==> config.mk <==
export PLATFORM = sky130hd
export DESIGN_NAME = mem_arbiter
export DESIGN_NICKNAME = d
export VERILOG_FILES = /design/src/rtl/mem_arb_pkg.sv /design/src/rtl/mem_arb_timer.sv /design/src/rtl/mem_arbiter.sv
export SDC_FILE = /design/constraint.sdc
export NUM_CORES = 1
export LEC_CHECK = 0
export ABC_AREA = 1
export CORE_ASPECT_RATIO = 0.5
export CORE_MARGIN = 2
export CORE_UTILIZATION = 30
export CTS_CLUSTER_SIZE = 40
export DETAILED_ROUTE_END_ITERATION = 8
export PLACE_DENSITY = 0.66
export SLEW_MARGIN = 20
export SYNTH_ARGS = -nofsm -noshare
export SYNTH_HDL_FRONTEND = slang
export SYNTH_SLANG_ARGS = --single-unit
==> constraint.sdc <==
create_clock -name clk -period 1.9 [get_ports clk]
set_clock_uncertainty 0.1 [all_clocks]
set_input_delay 0.38 -clock clk [delete_from_list [all_inputs] [get_ports clk]]
set_output_delay 0.38 -clock clk [all_outputs]
set_load 0.02 [all_outputs]
==> src/rtl/mem_arb_pkg.sv <==
// Shared types for the fetch/data memory arbiter: FSM states, grant codes,
// timer width and the contention winner selection helper.
package mem_arb_pkg;

  typedef enum logic [1:0] {
    IDLE = 2'd0,
    BUSY = 2'd1,
    RESP = 2'd2
  } arb_state_t;

  typedef enum logic [1:0] {
    GNT_NONE = 2'b00,
    GNT_IF   = 2'b01,
    GNT_D    = 2'b10
  } grant_t;

  localparam int unsigned TIMER_W = 8;

  // pref_d only matters when both sides request in the same cycle
  function automatic grant_t pick_winner(input logic req_if, input logic req_d,
                                         input logic pref_d);
    grant_t w;
    w = GNT_NONE;
    if (req_if && req_d) begin
      w = pref_d ? GNT_D : GNT_IF;
    end else if (req_d) begin
      w = GNT_D;
    end else if (req_if) begin
      w = GNT_IF;
    end
    return w;
  endfunction

endpackage

==> src/rtl/mem_arb_timer.sv <==
// BUSY-phase watchdog: counts cycles while enabled, flags the cycle in which
// the TIMEOUT-th consecutive BUSY cycle is reached.
module mem_arb_timer
  import mem_arb_pkg::*;
#(
  parameter int unsigned TIMEOUT = 15
) (
  input  logic clk,
  input  logic rst_n,
  input  logic clr,
  input  logic en,
  output logic expire
);

  localparam logic [TIMER_W-1:0] LAST = TIMER_W'(TIMEOUT - 1);

  logic [TIMER_W-1:0] cnt;

  always_ff @(posedge clk or negedge rst_n) begin
    if (!rst_n) begin
      cnt <= '0;
    end else if (clr) begin
      cnt <= '0;
    end else if (en && (cnt != '1)) begin
      cnt <= cnt + 1'b1;
    end
  end

  // cnt holds the number of BUSY cycles already completed
  assign expire = en && (cnt == LAST);

endmodule

==> src/rtl/mem_arbiter.sv <==
// Two-master (fetch/data) arbiter onto a single memory port with a BUSY timeout.
// Contention policy: MEM_ARB_RR_EN defined -> round-robin, else data has fixed priority.
module mem_arbiter
  import mem_arb_pkg::*;
#(
  parameter int unsigned N       = 32,
  parameter int unsigned TIMEOUT = 15
) (
  input  logic         clk,
  input  logic         rst_n,
  input  logic         if_req,
  input  logic [N-1:0] if_addr,
  output logic [N-1:0] if_rdata,
  output logic         if_ack,
  input  logic         d_req,
  input  logic         d_we,
  input  logic [N-1:0] d_addr,
  input  logic [N-1:0] d_wdata,
  output logic [N-1:0] d_rdata,
  output logic         d_ack,
  output logic         mem_req,
  output logic         mem_we,
  output logic [N-1:0] mem_addr,
  output logic [N-1:0] mem_wdata,
  input  logic [N-1:0] mem_rdata,
  input  logic         mem_ready,
  output logic [1:0]   grant,
  output logic         err
);

  arb_state_t state, state_nx;
  grant_t     grant_q, grant_nx;
  logic       capture;
  logic       abort;
  logic       done;
  logic       tmo_expire;
  logic       pref_d;
  logic       any_req;

  assign any_req = if_req || d_req;
  assign done    = capture || abort;
  assign grant   = grant_q;

`ifdef MEM_ARB_RR_EN
  logic rr_ptr_d;

  // Pointer moves to the side that did not win, on every grant
  always_ff @(posedge clk or negedge rst_n) begin
    if (!rst_n) begin
      rr_ptr_d <= 1'b1;
    end else if ((state == IDLE) && any_req) begin
      rr_ptr_d <= (grant_nx == GNT_IF);
    end
  end

  assign pref_d = rr_ptr_d;
`else
  assign pref_d = 1'b1;
`endif

  mem_arb_timer #(
    .TIMEOUT (TIMEOUT)
  ) u_timer (
    .clk    (clk),
    .rst_n  (rst_n),
    .clr    (state != BUSY),
    .en     (state == BUSY),
    .expire (tmo_expire)
  );

  always_comb begin
    state_nx = state;
    grant_nx = grant_q;
    capture  = 1'b0;
    abort    = 1'b0;
    case (state)
      IDLE: begin
        if (any_req) begin
          state_nx = BUSY;
          grant_nx = pick_winner(if_req, d_req, pref_d);
        end
      end
      BUSY: begin
        // a ready strobe in the expiring cycle still counts as a real transfer
        if (mem_ready) begin
          state_nx = RESP;
          capture  = 1'b1;
        end else if (tmo_expire) begin
          state_nx = RESP;
          abort    = 1'b1;
        end
      end
      RESP: begin
        state_nx = IDLE;
        grant_nx = GNT_NONE;
      end
      default: begin
        state_nx = IDLE;
        grant_nx = GNT_NONE;
      end
    endcase
  end

  always_ff @(posedge clk or negedge rst_n) begin
    if (!rst_n) begin
      state    <= IDLE;
      grant_q  <= GNT_NONE;
      if_rdata <= '0;
      d_rdata  <= '0;
      if_ack   <= 1'b0;
      d_ack    <= 1'b0;
      err      <= 1'b0;
    end else begin
      state   <= state_nx;
      grant_q <= grant_nx;
      if_ack  <= done && (grant_q == GNT_IF);
      d_ack   <= done && (grant_q == GNT_D);
      err     <= abort;
      if (done) begin
        case (grant_q)
          GNT_IF:  if_rdata <= abort ? '0 : mem_rdata;
          GNT_D:   d_rdata  <= (abort || d_we) ? '0 : mem_rdata;
          default: ;
        endcase
      end
    end
  end

  always_comb begin
    mem_req   = 1'b0;
    mem_we    = 1'b0;
    mem_addr  = '0;
    mem_wdata = '0;
    if (state == BUSY) begin
      mem_req = 1'b1;
      case (grant_q)
        GNT_IF: begin
          mem_addr = if_addr;
        end
        GNT_D: begin
          mem_we    = d_we;
          mem_addr  = d_addr;
          mem_wdata = d_wdata;
        end
        default: ;
      endcase
    end
  end

endmodule

**Word level (Yosys, flattened, before mapping)**

Cells that the tools add are included.
W data, S select, Z words.

- Mux-type cells: 25
- Bitwise gates (word level): 1
- $add $sub $neg: 1
- Equal/unequal tests: 8
- Reductions and logical operators: 14

Operators with widths:

| cell | count |
|---|---|
| $mux W32 | 5 |
| $pmux W32 S2 | 1 |
| $mux W8 | 2 |
| $mux W2 | 6 |
| $mux W1 | 9 |
| $add A8 B1 Y8 const B | 1 |
| $eq A8 B4 Y1 const B | 1 |
| $ne A8 B8 Y1 const B | 1 |
| $pmux W2 S2 | 2 |
| $reduce_and A2 Y1 | 4 |
| $logic_and A1 B1 Y1 | 5 |
| $eq A2 B1 Y1 const B | 2 |
| $logic_or A1 B1 Y1 | 3 |
| $ne A3 B3 Y1 const B | 1 |
| $eq A2 B2 Y1 const B | 1 |
| $logic_not A2 Y1 | 1 |
| $ne A2 B1 Y1 const B | 1 |
| $ne A2 B2 Y1 const B | 1 |
| $reduce_bool A2 Y1 | 1 |
| $not A1 Y1 | 1 |

- Bits in registers: 79
- Bits of input ports: 134
- Logic and storage cells: 57
- Output and inout bits: 135

**Longest topological paths before layout**

Gate-level depths: netlist (run 1).

- Word-level depth: 7
- Depth in mapped cells: 10
- Depth with buffers taken out: 9

**By module**

From an unflattened synthesis (run 1), not the netlist that was laid out.

- Cells, all modules: 635
- Area total of the unflattened synthesis: 4411.7 um^2

Modules (own cells, without submodules):

| module | sequential area each (um^2) | cells an instance | area each (um^2) | instances |
|---|---|---|---|---|
| mem_arbiter | 1776.7 | 554 | 3846.2 | 1 |
| mem_arb_timer | 200.2 | 81 | 565.5 | 1 |

**Least setup slack after synthesis (run 1)**

OpenSTA, ideal clock, no wires.

- Path type: flip-flop to output port
- Start: register grant_q[1] (netlist: grant[1])
- End: output port mem_addr[23]
- Slack: -0.148 ns
- Arrival: 1.568 ns
- Path buffers: 2
- Cell stages (with the launch flop): 7
- Required time: 1.420 ns
- Path through: dfrtp_1 > inv_1 > ha_1 > buf_2 > clkbuf_1 > nand2_1 > a21oi_2

- Word-level cells in the longest chain between the ends: 3
- Elaborated cells between the ends (all ways): 4
- Classes of those cells: eq/ne: 2; mux: 2

Ends and longest elaborated chain:

| what | RTL line | RTL |
|---|---|---|
| from (decl) | mem_arbiter.sv:32 | `grant_t grant_q, grant_nx;` |
| from (signal assigned) | mem_arbiter.sv:115 | `grant_q <= grant_nx;` |
| $eq A2 B2 Y1 or $eq A2 B1 Y1 (tied branches) | mem_arbiter.sv:136 | `case (grant_q)` |
| $pmux W32 S2 * | mem_arbiter.sv:136 |  |
| $mux W32 * | mem_arbiter.sv:134 | `if (state == BUSY) begin` |
| to (decl) | mem_arbiter.sv:23 | `output logic [N-1:0] mem_addr,` |

Every way passes the cells marked *; elsewhere a longest branch is shown, timed or not.

**Final worst setup path (run 1)**

- Start: register grant_q[0] (netlist: grant[0])
- End: output port mem_addr[3]

Same word-level chain as after synthesis.

==> out/summary.txt, run 1 <==
synth warn: 0
Synth Area per Inst: 7.61 µm²
DRT Wirelength: 19.6 mm
slowest CP cell: dfrtp_2
Min-Delay Path Class: flip-flop to flip-flop
Fin. Hold Viols: 0
CP startpoint kind: flip-flop
clock sink count: 79
gr ovfl total: 0
syn nets: 734
TritonCTS clock tree: done
Final setup viols: 98
dpl hpwl: 13.1 mm
1st-iter DRT viols: 278
gr usage total: 21.8%
Post-Syn Area: 4540 µm²
crit-path cells: inv_2, ha_4, or2_4, buf_12, a21oi_4, buf_6
global-route wire length before repair: 27.9 mm
first drt pass iteration count: 7
die extent in y: 91.0 µm
Yosys top cell by area: dfrtp_1
Pins Over Slew Limit: 0
Critical Path AT: 1780 ps
largest net degree at the start of global routing: 39
worst setup margin: -363 ps
Die W: 178 µm
Nets: 1048
Routed WL per cell: 17.6 µm
DRT antenna net count: 0
Slew headroom: 71.5%
post-route design area: 9710 µm²
unrepaired setup endpoints after global routing: yes
# diodes: 0
starting density of the core: 31.0%
Final Critical Period: 2260 ps
TritonCTS Buffers: 9
CP Buf/Inv Count: 3
Ports: 269
CP Class: flip-flop to output port
GPL Wtd Cong: 0.817
failing checks: setup timing
DR vias: 5368
worst slew pin tran: 427 ps
Worst Path Max Fanout: 8
drc violations: 0
synthesis-to-layout area growth: 114%
CTS HTree Levels: 3
Max-Cap Viols: 0
worst-skew pair later-pin latency: 340 ps
Static Leak: 0.00433 µW
synth top area cells: dfrtp_1 44%, nand2_1 20%, nand4_1 9.0%, a21oi_2 5.8%, nor2_1 3.6%
Vias/cell: 4.82
layout cells sized above 1: 35.5%
slowest cell delay on critical path: 420 ps
Max IR drop VDD: 0.632 mV
fill cell count: 1103
PD cells: 1460 nW/µm²
top cell type's share of synthesized area: 43.6%
Synth cell types: 25
sequential area share after synthesis: 43.6%
row count: 31
Top delay family on crit path: flip-flops
area of placed instances: 8080 µm²
max frequency: 442 MHz
worst-case clock buffer depth: 2
initial antenna violation count: 0
Root Buffer: clkbuf_16
Critical Path RT: 1420 ps
Cells after Synth: 596
TNS Setup: -19900 ps
clock slew at reported path FFs: 60 ps
crit path capture type: output port
Final Cycle Share: 119%
outcome: complete, but fails checks
#FFs+latches synth: 79
# port buffers: 268
vias in the first global route: 5157
die area: 16200 µm²
core area: 14600 µm²
==> area by class of cell <==
type	count	area [µm²]	share of cell area, %
Clock buffer	11	243	2.50
Clock inverter	5	57.6	0.593
Inverter	18	67.6	0.696
Multi-Input combinational cell	449	3080	31.7
Sequential cell	79	1980	20.4
Tap cell	198	248	2.55
Timing Repair Buffer	353	4040	41.6
==> layer usage <==
metal  global-route usage (%)  wire [µm]  share of wire, %
met5                        0          0                 0
met4                     6.22        396               2.0
met3                     3.94        905               4.6
met2                     37.6      10000                51
met1                     28.0       8250                42
==> kinds of logic (layout without fill, tap and decap cells) <==
family                     count (synthesis)  count (layout)  synth area share, %
AOI/OAI and AO/OA                         40              40                 7.00
and+or+nand+nor                          405             405                 39.8
DFF                                       79              79                 43.6
buffers and inverters                     68             387                 8.52
adders and majority gates                  4               4                 1.10
==> synthesized netlist by cell type, drive strengths merged <==
cell type  count
inv           18
nor4           1
o22ai          2
o31ai          1
ha             4
nand4         65
a21oi         32
nand3b         1
nor3           1
o21ai          5
clkbuf        17
or2           34
dfrtp         79
buf           33
nand3          9
nand2        251
nor2          43
==> layout by cell type (no fill, tap or decap), types with 6 or more instances in the layout <==
master / synthesis / final
a21oi_4: 0 / 30
clkdlybuf4s50_1: 0 / 195
or2_1: 12 / 12
nor2_4: 0 / 33
buf_12: 0 / 23
clkbuf_16: 0 / 18
nand2_4: 2 / 38
buf_6: 14 / 77
nand2_1: 247 / 185
nand2_2: 2 / 27
buf_4: 1 / 31
buf_8: 0 / 6
inv_1: 17 / 13
nand3_1: 9 / 8
dfrtp_1: 79 / 77
or2_4: 0 / 15
nor2_1: 43 / 9
nand4_1: 65 / 65
==> repair_timing <==
item                       in CTS  in global routing
pin swaps                       7                 32
hold endpoints to repair       26                  0
hold buffers                    1                  0
buffers inserted               17                 21
setup endpoints to repair      69                133
gates cloned                    5                 11
gates resized for setup       440                129
==> tightest hold or removal path, cell delays in order, from the launching register on <==
cell	delay (ps)
dfrtp_1	340
nand2_1	50
nand2_1	50
==> sequential cells by signal, indices dropped and copies added, names as in the netlist <==
signal	cells
err	1
d_ack	1
u_timer.cnt	8
grant	2
d_rdata	32
if_ack	1
state	2
if_rdata	32
==> final timing paths <==
| check | slack [ps] | cells after the start | start | endpoint |
|---|---|---|---|---|
| max | -360 | 6 | grant[0]$_DFFE_PN0P_ | mem_addr[3] |
| min | 370 | 2 | if_rdata[29]$_DFFE_PN0P_ | if_rdata[29]$_DFFE_PN0P_ |
| max reg2reg | -140 | 12 | grant[0]$_DFFE_PN0P_ | d_rdata[4]$_DFFE_PN0P_ |
| min reg2reg | 370 | 2 | if_rdata[29]$_DFFE_PN0P_ | if_rdata[29]$_DFFE_PN0P_ |
| max in group asynchronous | 710 | 3 | rst_n | d_rdata[8]$_DFFE_PN0P_ |
| min in group asynchronous | 420 | 2 | rst_n | d_rdata[11]$_DFFE_PN0P_ |
==> power by group <==
part	total [µW]	internal [µW]	leakage (µW)	switching (µW)
clock	1730	1050	0.000149	677
sequential	2790	2350	0.00103	438
combinational	9640	4650	0.00315	4990
total	14200	8060	0.00433	6100
==> stage by stage <==
stage	setup WS, ps	total power [µW]	cells	utilization (%)	hold slack [ps]
6_report	-363	14200	1113	66.4	372
5_1_grt	-395	14800	1113	66.4	389
4_1_cts	-370	12900	1085	61.0	319
3_5_place_dp	-489	9950	1046	55.3	246
3_3_place_gp	-472	9870	1046	55.3	248
2_1_floorplan	-6.88	6870	596	-	-15.6
(Power assumes the default switching activity.)
==> inputs of run 2 (changes only) <==
--- a/config.mk
+++ b/config.mk
@@ -6,11 +6,12 @@
 export NUM_CORES = 1
 export LEC_CHECK = 0
 export ABC_AREA = 1
-export CORE_ASPECT_RATIO = 0.5
+export ABC_CLOCK_PERIOD_IN_PS = 1900
 export CORE_MARGIN = 2
 export CORE_UTILIZATION = 30
 export CTS_CLUSTER_SIZE = 40
 export DETAILED_ROUTE_END_ITERATION = 8
+export GPL_TIMING_DRIVEN = 1
 export PLACE_DENSITY = 0.66
 export SLEW_MARGIN = 20
 export SYNTH_ARGS = -nofsm -noshare
==> run 2 against run 1 <==
Hold slack lost 0.91 ps. Final area is 8.1% lower. Global-route usage shrank 1.4 points. Final cell count fell by 4.2%. Critical endpoint is now mem_addr[31]. The run still ends with setup timing left. Clock power is essentially flat. Utilization is 5.5 points lower.
==> out/summary.txt, run 2 (same netlist as run 1, synthesis figures left out) <==
outcome: complete, but fails checks (unchanged)
failing checks: setup timing (unchanged)
# port buffers: 268 (unchanged)
GPL Wtd Cong: 0.863 (was 0.817)
starting density of the core: 31.0% (about the same)
TritonCTS Buffers: 9 (unchanged)
TritonCTS clock tree: done (unchanged)
synthesis-to-layout area growth: 96.7% (was 114%)
die extent in y: 127 µm (was 91.0 µm)
crit-path cells: inv_2, ha_4, or2_4, buf_16, a21oi_2, buf_4 (was inv_2, ha_4, or2_4, buf_12, a21oi_4, buf_6)
Final Cycle Share: 118% (was 119%)
Max IR drop VDD: 0.700 mV (was 0.632 mV)
clock power share: 13.8% (was 12.2%)
global-route wire length before repair: 26.6 mm (was 27.9 mm)
die area: 16100 µm² (was 16200 µm²)
1st-iter DRT viols: 272 (was 278)
Pins Over Slew Limit: 0 (unchanged)
dpl hpwl: 12.3 mm (was 13.1 mm)
CP Buf/Inv Count: 3 (unchanged)
commonest non-fill, non-tap cells in the layout: 213 x nand2_1, 199 x clkdlybuf4s50_1, 77 x dfrtp_1 (was 195 x clkdlybuf4s50_1, 185 x nand2_1, 77 x buf_6, 77 x dfrtp_1, 65 x nand4_1)
Min-Delay Path Class: flip-flop to flip-flop (unchanged)
fill cell count: 1199 (was 1103)
Int Power: 7090 µW (was 8060 µW)
initial antenna violation count: 0 (unchanged)
Largest regs: d_rdata: 32 flops, if_rdata: 32 flops, u_timer.cnt: 8 flops (unchanged)
DRT antenna net count: 0 (unchanged)
Die W: 127 µm (was 178 µm)
Max-Cap Viols: 0 (unchanged)
Final Non-Filler Cells: 1066 (was 1113)
Root Buffer: clkbuf_16 (unchanged)
max frequency: 446 MHz (was 442 MHz)
DRT Wirelength: 17.1 mm (was 19.6 mm)
drc violations: 0 (unchanged)
worst setup margin: -344 ps (was -363 ps)
Static Leak: 0.00392 µW (was 0.00433 µW)
# diodes: 0 (unchanged)
area of placed instances: 7980 µm² (was 8080 µm²)
CP startpoint kind: flip-flop (unchanged)
first drt pass iteration count: 4 (was 7)
sequential power share: 21.7% (was 19.7%)
slowest CP cell: dfrtp_2 (unchanged)
clock slew at reported path FFs: 70 ps (was 60 ps)
layout cells sized above 1: 29.8% (was 35.5%)
gr usage total: 20.5% (was 21.8%)
NetSw: 5590 µW (was 6100 µW)
Worst Path Max Fanout: 12 (was 8)
slowest cell delay on critical path: 400 ps (was 420 ps)
DR vias: 5131 (was 5368)
Final Total Pwr: 12700 µW (was 14200 µW)
Ports: 269 (unchanged)
Slew headroom: 78.0% (was 71.5%)
gr ovfl total: 0 (unchanged)
vias in the first global route: 5103 (was 5157)
post-route design area: 8920 µm² (was 9710 µm²)
Nets: 1015 (was 1048)
Routed WL per cell: 16.0 µm (was 17.6 µm)
Vias/cell: 4.81 (was 4.82)
Fin. Hold Viols: 0 (unchanged)
crit path capture type: output port (unchanged)
worst slew pin tran: 329 ps (was 427 ps)
clock sink count: 79 (unchanged)
Final Critical Period: 2240 ps (was 2260 ps)
core area: 14600 µm² (about the same)
sequential cell area: 1980 µm² (unchanged)
Critical Path RT: 1420 ps (about the same)
worst-case clock buffer depth: 2 (unchanged)
CTS HTree Levels: 3 (unchanged)
pre-CTS setup slack: -482 ps (was -489 ps)
commonest non-fill, non-tap cell in the layout: nand2_1 (was clkdlybuf4s50_1)
unrepaired setup endpoints after global routing: yes (unchanged)
Critical Path AT: 1760 ps (was 1780 ps)
Final setup viols: 65 (was 98)
worst-skew pair later-pin latency: 330 ps (was 340 ps)
CP Class: flip-flop to output port (unchanged)
cell count after placement: 1027 (was 1046)
Top delay family on crit path: buffers and inverters (was flip-flops)
part of the power in combinational logic: 64.5% (was 68.1%)
largest net degree at the start of global routing: 58 (was 39)
Switching Fraction: 44.1% (was 43.1%)
TNS Setup: -14710 ps (was -19900 ps)
PD cells: 1420 nW/µm² (was 1460 nW/µm²)
row count: 44 (was 31)
Multi-input gate area: 2870 µm² (was 3080 µm²)
[run 2: changes by cell type in the layout (fill, tap and decap cells not counted), moves of 12 or more]
| cell | before | now |
|---|---|---|
| nand2_2 | 27 | 15 |
| nand2_1 | 185 | 213 |
| nand2_4 | 38 | 23 |
| or2_2 | 2 | 16 |
| or2_4 | 15 | 1 |
| buf_12 | 23 | 11 |
[run 2: per-stage QoR]
stage	hold slack [ps]	utilization, %
2_1_floorplan	-15.6	-
3_5_place_dp	199	54.5
6_report	371	60.9
4_1_cts	375	58.8
5_1_grt	394	60.9
3_3_place_gp	192	54.5
[run 2: worst paths after layout]
check                                              start                        to  slack, ps  depth (start not counted)
worst max-delay path                grant[0]$_DFFE_PN0P_              mem_addr[31]       -340                          6
worst max register to register      grant[0]$_DFFE_PN0P_   d_rdata[15]$_DFFE_PN0P_        120                          8
max in group asynchronous                          rst_n      grant[1]$_DFFE_PN0P_        690                          3
worst min register to register  if_rdata[31]$_DFFE_PN0P_  if_rdata[31]$_DFFE_PN0P_        370                          2
worst min-delay path            if_rdata[31]$_DFFE_PN0P_  if_rdata[31]$_DFFE_PN0P_        370                          2
min in group asynchronous                          rst_n   if_rdata[9]$_DFFE_PN0P_        390                          2
[run 2: layout make-up]
cell class	count	share of cell area (%)
inverter	18	0.757
clock buffer	9	2.52
tap	184	2.58
timing repair buffer	320	39.0
sequential	79	22.2
clock inverter	7	0.869
multi-input combinational	449	32.1
[run 2: what timing repair did]
action / CTS / global route
pin swaps: 5 / 11
endpoints found under the hold margin: 22 / 0
gates cloned: 4 / 2
resized for setup: 405 / 74
setup endpoints to repair: 67 / 69
hold buffers: 1 / 0
buffers inserted: 6 / 12
[run 2: metal layers]
layer	vias to the layer above	part of all wire (%)	GRT usage, %
met5	-	0	0
li1	2495	-	-
met2	192	52	36.0
met4	0	1.3	5.62
met1	2429	40	24.7
met3	15	7.5	5.53
[run 2: worst min-delay path, cell delays in order, from the launching register on]
cell and delay [ps]:
dfrtp_1 350, nand2_1 50, nand2_1 40
[run 2: power by group through the flow]
stage                     Sequential [µW]  Clock (µW)  Combinational [µW]
after floorplan                      3490           0                3380
after global routing                 2840        1880                8730
after CTS                            2760        1800                7670
after global placement               2740           0                6880
after detailed placement             2780           0                6970
final                                2750        1750                8190
